==> config.mk <==
export PLATFORM = sky130hd
export DESIGN_NAME = alloc_dispatcher
export DESIGN_NICKNAME = d
export VERILOG_FILES = /design/src/rtl/alloc_dispatcher.sv
export SDC_FILE = /design/constraint.sdc
export NUM_CORES = 1
export LEC_CHECK = 0
export CORE_AREA = 2 2 133 96
export DETAILED_ROUTE_END_ITERATION = 7
export DIE_AREA = 0 0 135 98
export PLACE_DENSITY = 0.56
export SLEW_MARGIN = 10
export SYNTH_ARGS = -nofsm -noshare
export SYNTH_HDL_FRONTEND = slang
export SYNTH_SLANG_ARGS = --single-unit
==> constraint.sdc <==
create_clock -name clk -period 2.1 [get_ports clk]
set_input_delay 0.315 -clock clk [delete_from_list [all_inputs] [get_ports clk]]
set_output_delay 0.315 -clock clk [all_outputs]
set_load 0.05 [all_outputs]
==> src/rtl/alloc_dispatcher.sv <==
// Alloc dispatcher: buffers client alloc requests, maps each byte count to a size class and
// issues the requests one at a time to the find table. A head rejected as blocked is kept and
// replayed on a find-table update or after a retry timeout. Illegal sizes are reported on the
// error port and never buffered.

`ifndef REQ_ID_WIDTH
`define REQ_ID_WIDTH 8
`endif
`ifndef REQ_SIZE_TYPE_WIDTH
`define REQ_SIZE_TYPE_WIDTH 2
`endif
`ifndef REQ_512
`define REQ_512 2'd0
`endif
`ifndef REQ_1K
`define REQ_1K 2'd1
`endif
`ifndef REQ_2K
`define REQ_2K 2'd2
`endif
`ifndef REQ_4K
`define REQ_4K 2'd3
`endif

module alloc_dispatcher #(
   parameter int unsigned FIFO_DEPTH    = 4,
   parameter int unsigned RETRY_TIMEOUT = 64
) (
   input  logic                            clk,
   input  logic                            rst_n,
   input  logic                            req_valid_in,
   output logic                            req_ready_out,
   input  logic [`REQ_ID_WIDTH-1:0]        req_id_in,
   input  logic [12:0]                     req_bytes_in,
   output logic                            alloc_valid_dsp_out,
   output logic [`REQ_ID_WIDTH-1:0]        alloc_id_dsp_out,
   output logic [`REQ_SIZE_TYPE_WIDTH-1:0] alloc_size_dsp_out,
   input  logic                            fdt_blocked_in,
   input  logic                            fdt_update_valid_in,
   output logic                            err_valid_out,
   output logic [`REQ_ID_WIDTH-1:0]        err_id_out,
   output logic                            busy_out
);

   localparam int unsigned PtrW = (FIFO_DEPTH > 1) ? $clog2(FIFO_DEPTH) : 1;
   localparam int unsigned CntW = PtrW + 1;
   localparam int unsigned IdW  = `REQ_ID_WIDTH;
   localparam int unsigned SzW  = `REQ_SIZE_TYPE_WIDTH;

   localparam logic [CntW-1:0] DepthCnt  = CntW'(FIFO_DEPTH);
   localparam logic [7:0]      RetryLast = 8'(RETRY_TIMEOUT - 1);

   typedef enum logic [1:0] {StIdle, StIssue, StWait, StBlocked} state_e;

   typedef struct packed {
      logic [IdW-1:0] id;
      logic [SzW-1:0] cls;
   } entry_t;

   state_e          state_q;
   logic [7:0]      retry_cnt_q;

   entry_t          mem_q [FIFO_DEPTH];
   logic [PtrW-1:0] wr_ptr_q;
   logic [PtrW-1:0] rd_ptr_q;
   logic [PtrW-1:0] rd_ptr_nxt;
   logic [CntW-1:0] count_q;

   logic            alloc_valid_q;
   logic [IdW-1:0]  alloc_id_q;
   logic [SzW-1:0]  alloc_size_q;
   logic            err_valid_q;
   logic [IdW-1:0]  err_id_q;

   logic            req_legal;
   logic [SzW-1:0]  req_class;
   logic            req_accept;
   logic            fifo_push;
   logic            fifo_pop;
   entry_t          head;
   entry_t          head_nxt;

   // Classify the incoming byte count into a size class and flag illegal sizes
   always_comb begin
      req_legal = (req_bytes_in != 13'd0) && (req_bytes_in <= 13'd4096);
      if (req_bytes_in <= 13'd512) begin
         req_class = `REQ_512;
      end else if (req_bytes_in <= 13'd1024) begin
         req_class = `REQ_1K;
      end else if (req_bytes_in <= 13'd2048) begin
         req_class = `REQ_2K;
      end else begin
         req_class = `REQ_4K;
      end
   end

   assign req_ready_out = (count_q < DepthCnt);
   assign req_accept    = req_valid_in && req_ready_out;
   assign fifo_push     = req_accept && req_legal;
   // The head leaves the buffer only once the find table has taken it without blocking
   assign fifo_pop      = (state_q == StWait) && !fdt_blocked_in;
   assign rd_ptr_nxt    = rd_ptr_q + 1'b1;
   assign head          = mem_q[rd_ptr_q];
   assign head_nxt      = mem_q[rd_ptr_nxt];

   // Request storage; left unreset because count_q gates every read
   always_ff @(posedge clk) begin
      if (fifo_push) begin
         mem_q[wr_ptr_q] <= '{id: req_id_in, cls: req_class};
      end
   end

   // FIFO pointers and occupancy; push and pop in the same cycle leave the count unchanged
   always_ff @(posedge clk or negedge rst_n) begin
      if (!rst_n) begin
         wr_ptr_q <= '0;
         rd_ptr_q <= '0;
         count_q  <= '0;
      end else begin
         if (fifo_push) begin
            wr_ptr_q <= wr_ptr_q + 1'b1;
         end
         if (fifo_pop) begin
            rd_ptr_q <= rd_ptr_nxt;
         end
         case ({fifo_push, fifo_pop})
            2'b10:   count_q <= count_q + 1'b1;
            2'b01:   count_q <= count_q - 1'b1;
            default: count_q <= count_q;
         endcase
      end
   end

   // Dispatch FSM with registered issue outputs; the issued id/class hold between issues
   always_ff @(posedge clk or negedge rst_n) begin
      if (!rst_n) begin
         state_q       <= StIdle;
         retry_cnt_q   <= '0;
         alloc_valid_q <= 1'b0;
         alloc_id_q    <= '0;
         alloc_size_q  <= '0;
      end else begin
         alloc_valid_q <= 1'b0;
         unique case (state_q)
            StIdle: begin
               if (count_q != '0) begin
                  state_q       <= StIssue;
                  alloc_valid_q <= 1'b1;
                  alloc_id_q    <= head.id;
                  alloc_size_q  <= head.cls;
               end
            end
            StIssue: begin
               state_q <= StWait;
            end
            StWait: begin
               if (fdt_blocked_in) begin
                  state_q     <= StBlocked;
                  retry_cnt_q <= '0;
               end else if (count_q > CntW'(1)) begin
                  // Head is popped this cycle, so the next issue takes the entry behind it
                  state_q       <= StIssue;
                  alloc_valid_q <= 1'b1;
                  alloc_id_q    <= head_nxt.id;
                  alloc_size_q  <= head_nxt.cls;
               end else begin
                  state_q <= StIdle;
               end
            end
            StBlocked: begin
               if (fdt_update_valid_in || (retry_cnt_q == RetryLast)) begin
                  state_q       <= StIssue;
                  retry_cnt_q   <= '0;
                  alloc_valid_q <= 1'b1;
                  alloc_id_q    <= head.id;
                  alloc_size_q  <= head.cls;
               end else begin
                  retry_cnt_q <= retry_cnt_q + 8'd1;
               end
            end
            default: begin
               state_q <= StIdle;
            end
         endcase
      end
   end

   // Error pulse for an accepted request of illegal size; the id holds until the next error
   always_ff @(posedge clk or negedge rst_n) begin
      if (!rst_n) begin
         err_valid_q <= 1'b0;
         err_id_q    <= '0;
      end else begin
         err_valid_q <= req_accept && !req_legal;
         if (req_accept && !req_legal) begin
            err_id_q <= req_id_in;
         end
      end
   end

   assign alloc_valid_dsp_out = alloc_valid_q;
   assign alloc_id_dsp_out    = alloc_id_q;
   assign alloc_size_dsp_out  = alloc_size_q;
   assign err_valid_out       = err_valid_q;
   assign err_id_out          = err_id_q;
   // Every non-idle state still holds its head in the buffer
   assign busy_out            = (count_q != '0) || (state_q != StIdle);

`ifndef SYNTHESIS
   a_no_overflow: assert property (@(posedge clk) disable iff (!rst_n)
      !(fifo_push && !fifo_pop && (count_q == DepthCnt)));
   a_pop_nonempty: assert property (@(posedge clk) disable iff (!rst_n)
      fifo_pop |-> (count_q != '0));
`endif

endmodule

==> flow_summary.json <==
{
  "outcome": "finished, final reports clean",
  "arrival_ns": 2.32,
  "crit_type": "input pin to flop",
  "final_cell_area_um2": 4990,
  "antenna_cells": 0,
  "ir_drop_v": 0.000661,
  "synth-seq-cells": 77,
  "htreeDepth": 3,
  "synth_mux_area_frac": 0.101,
  "slew_viol_final": 0,
  "pin_count": 48,
  "cts_sinks": 77,
  "chipHeight_um": 98,
  "final.setup.worst_slack_ns": 0.00749,
  "path_common_cell": "buf_6",
  "drive_gt1_frac": 0.288,
  "power_leakage_nw": 1.91,
  "grt_pass1_wl_um": 13700,
  "crit_chain": "buf_6 > or4_4 > nor3_4 > nor4b_4 > buf_4 > mux2i_4 > buf_6 > mux2_4",
  "cpMaxStageDelayCell": "or4_4",
  "ys.flop_type": "edfxtp_1",
  "drt_iter0_drc": 183,
  "cp.required_ns": 2.33,
  "yosysUniqueCellTypes": 41,
  "vias": 2627,
  "fin_skew_ns": 0.00555,
  "period_share": 0.996,
  "placed_cells": 512,
  "synth_top_family_by_area": "compound AO/OA/AOI/OAI gates",
  "timing_hold_violations_final": 0,
  "total_power_mw": 7.25,
  "synthXorXnorAreaFrac": 0.0144,
  "syn_inst": 290,
  "vias_per_cell": 4.89,
  "final_cell_count_no_fill": 537,
  "synthArstFlopShare": 0.481,
  "end_kind": "flop",
  "power-per-cell-area_nw_per_um2": 1450,
  "syn_area_um2": 3640,
  "synth_compound_area_frac": 0.135,
  "setup_tns_ns": 0,
  "core-area_um2": 12100,
  "crit_family": "simple AND/OR/NAND/NOR gates",
  "maxClockFrequency_ghz": 0.478,
  "hold_class": "input pin to asynchronous set/reset pin",
  "routed_wl_um": 8720,
  "drtAntennaViolNets": 0,
  "tritoncts": "yes",
  "grt_pass1_vias": 2503,
  "finalSetupViolations": 0,
  "die_x_um": 135,
  "syn2layout_area_growth_pct": 37.0,
  "io_buffers": 47,
  "clk_latency_ns": 0.34,
  "cts_buffer_depth": 2,
  "start_util": 0.302,
  "relSlewSlack": 0.654,
  "worstMarginPinSlew_ns": 0.517,
  "dpl_cell_area_um2": 4520,
  "die_area_um2": 13200,
  "clock-root-buffer": "clkbuf_16",
  "startpoint_type": "input pin",
  "routedWlPerCell_um": 16.2,
  "grtUsageTotal": 0.137,
  "synth-edff-count": 40,
  "final_common_cell": "edfxtp_1",
  "final_cell_mix": "40 x edfxtp_1, 37 x clkdlybuf4s50_1, 36 x dfrtp_1",
  "rows": 34,
  "cap_violations": 0,
  "synth_fa_ha_area_frac": 0.0481,
  "worstPathBufferInverterCount": 3,
  "path_max_fanout": 5,
  "cts_buffers": 9,
  "synthSimpleGateAreaFrac": 0.0931,
  "grt-ovfl-total": 0,
  "grt_max_degree": 19,
  "clk_pin_slew_ns": 0.06,
  "place_worst_setup_slack_ns": -0.717,
  "syn-num-nets": 330,
  "ys_seq_area_frac": 0.584,
  "yosysWarnings": 0,
  "slowest_delay_ns": 0.53,
  "drt-pass1-iter-count": 4,
  "rsz0062_at_grt": "true",
  "drc": 0,
  "period_minus_slack_ns": 2.09,
  "antenna_found_initial": 0,
  "avgSynthCellArea_um2": 12.6,
  "nNetsFinal": 410,
  "place_congestion": 0.867,
  "dp_hpwl_um": 6230
}
==> registers in the layout, indices dropped and copies added, names as in the netlist <==
| register | flops |
|---|---|
| alloc_size_dsp_out | 2 |
| retry_cnt_q | 8 |
| err_valid_out | 1 |
| state_q | 2 |
| wr_ptr_q | 2 |
| alloc_valid_dsp_out | 1 |
| err_id_out | 8 |
| rd_ptr_q | 2 |
| count_q | 3 |
| alloc_id_dsp_out | 8 |
| mem_q | 40 |
==> kinds of logic after synthesis <==
group                      Yosys count
xor gates and xnor gates             6
AOI/OAI and AO/OA                   70
buffers and inverters               24
muxes                               33
DFF                                 77
and+or+nand+nor                     66
adders and majority gates           14
==> final cells by class <==
cell class,instances,area (um2)
Fill cell,1128,7090
Sequential cell,77,2130
Multi-Input combinational cell,191,1560
Timing Repair Buffer,78,701
Clock buffer,11,254
Tap cell,162,203
Clock inverter,5,88.8
Inverter,13,52.6
==> repair_timing <==
| item | CTS | global route |
|---|---|---|
| endpoints found under the hold margin | 6 | 0 |
| endpoints found under the setup margin | 52 | 40 |
| pin swaps | 3 | 6 |
| gates cloned | 1 | 2 |
| gates resized for setup | 34 | 15 |
| buffers inserted | 2 | 3 |
| hold buffers | 1 | 0 |
==> synth_stat cells (all sizes together), types with 2 or more instances <==
master	number	area [um2]
a21oi	10	50.1
nand2b	5	31.3
edfxtp	40	1200
dfrtp	37	926
clkbuf	9	33.8
ha	14	175
nor2	28	105
nand3	3	20.0
a21o	3	22.5
nand2	13	48.8
and3	2	12.5
o31a	9	78.8
or2	2	12.5
mux2	29	327
xnor2	6	52.6
or4	2	15.0
inv	13	48.8
and2	4	25.0
buf	2	8.75
o22ai	10	62.6
o221ai	11	96.3
a31oi	2	12.5
mux2i	4	40.0
o21ai	17	85.1
o41ai	2	36.3
==> worst paths after layout <==
path | startpoint | end | slack [ns] | depth (start not counted)
max | req_bytes_in[6] | err_id_out[0] | 0.007 | 8
min | rst_n | alloc_valid_dsp_out | 0.35 | 2
max reg2reg | retry_cnt_q[0] | alloc_size_dsp_out[1] | 0.11 | 7
min reg2reg | alloc_id_dsp_out[6] | alloc_id_dsp_out[6] | 0.50 | 1
max in group asynchronous | rst_n | rd_ptr_q[1] | 1.23 | 3
min in group clk | alloc_id_dsp_out[6] | alloc_id_dsp_out[6] | 0.50 | 1
==> per-stage QoR <==
step,hold WS [ns],util
after global routing,0.351,0.413
after floorplan,0.0194,-
after CTS,0.342,0.408
final,0.350,0.413
after detailed placement,0.176,0.374
after global placement,0.171,0.374
==> power breakdown <==
part | switching (mW) | total [mW] | internal (mW)
Clock | 0.633 | 1.76 | 1.13
Combinational | 1.82 | 3.28 | 1.46
Sequential | 0.272 | 2.21 | 1.94
==> routing by layer <==
metal  up-vias  part of all wire  GRT usage
li1       1242                 -          -
met2       108              0.40      0.173
met1      1263              0.52      0.219
met5         -                 0          0
met4         0             0.016     0.0481
met3        14             0.066     0.0363
Power figures use the tool's default switching activity.
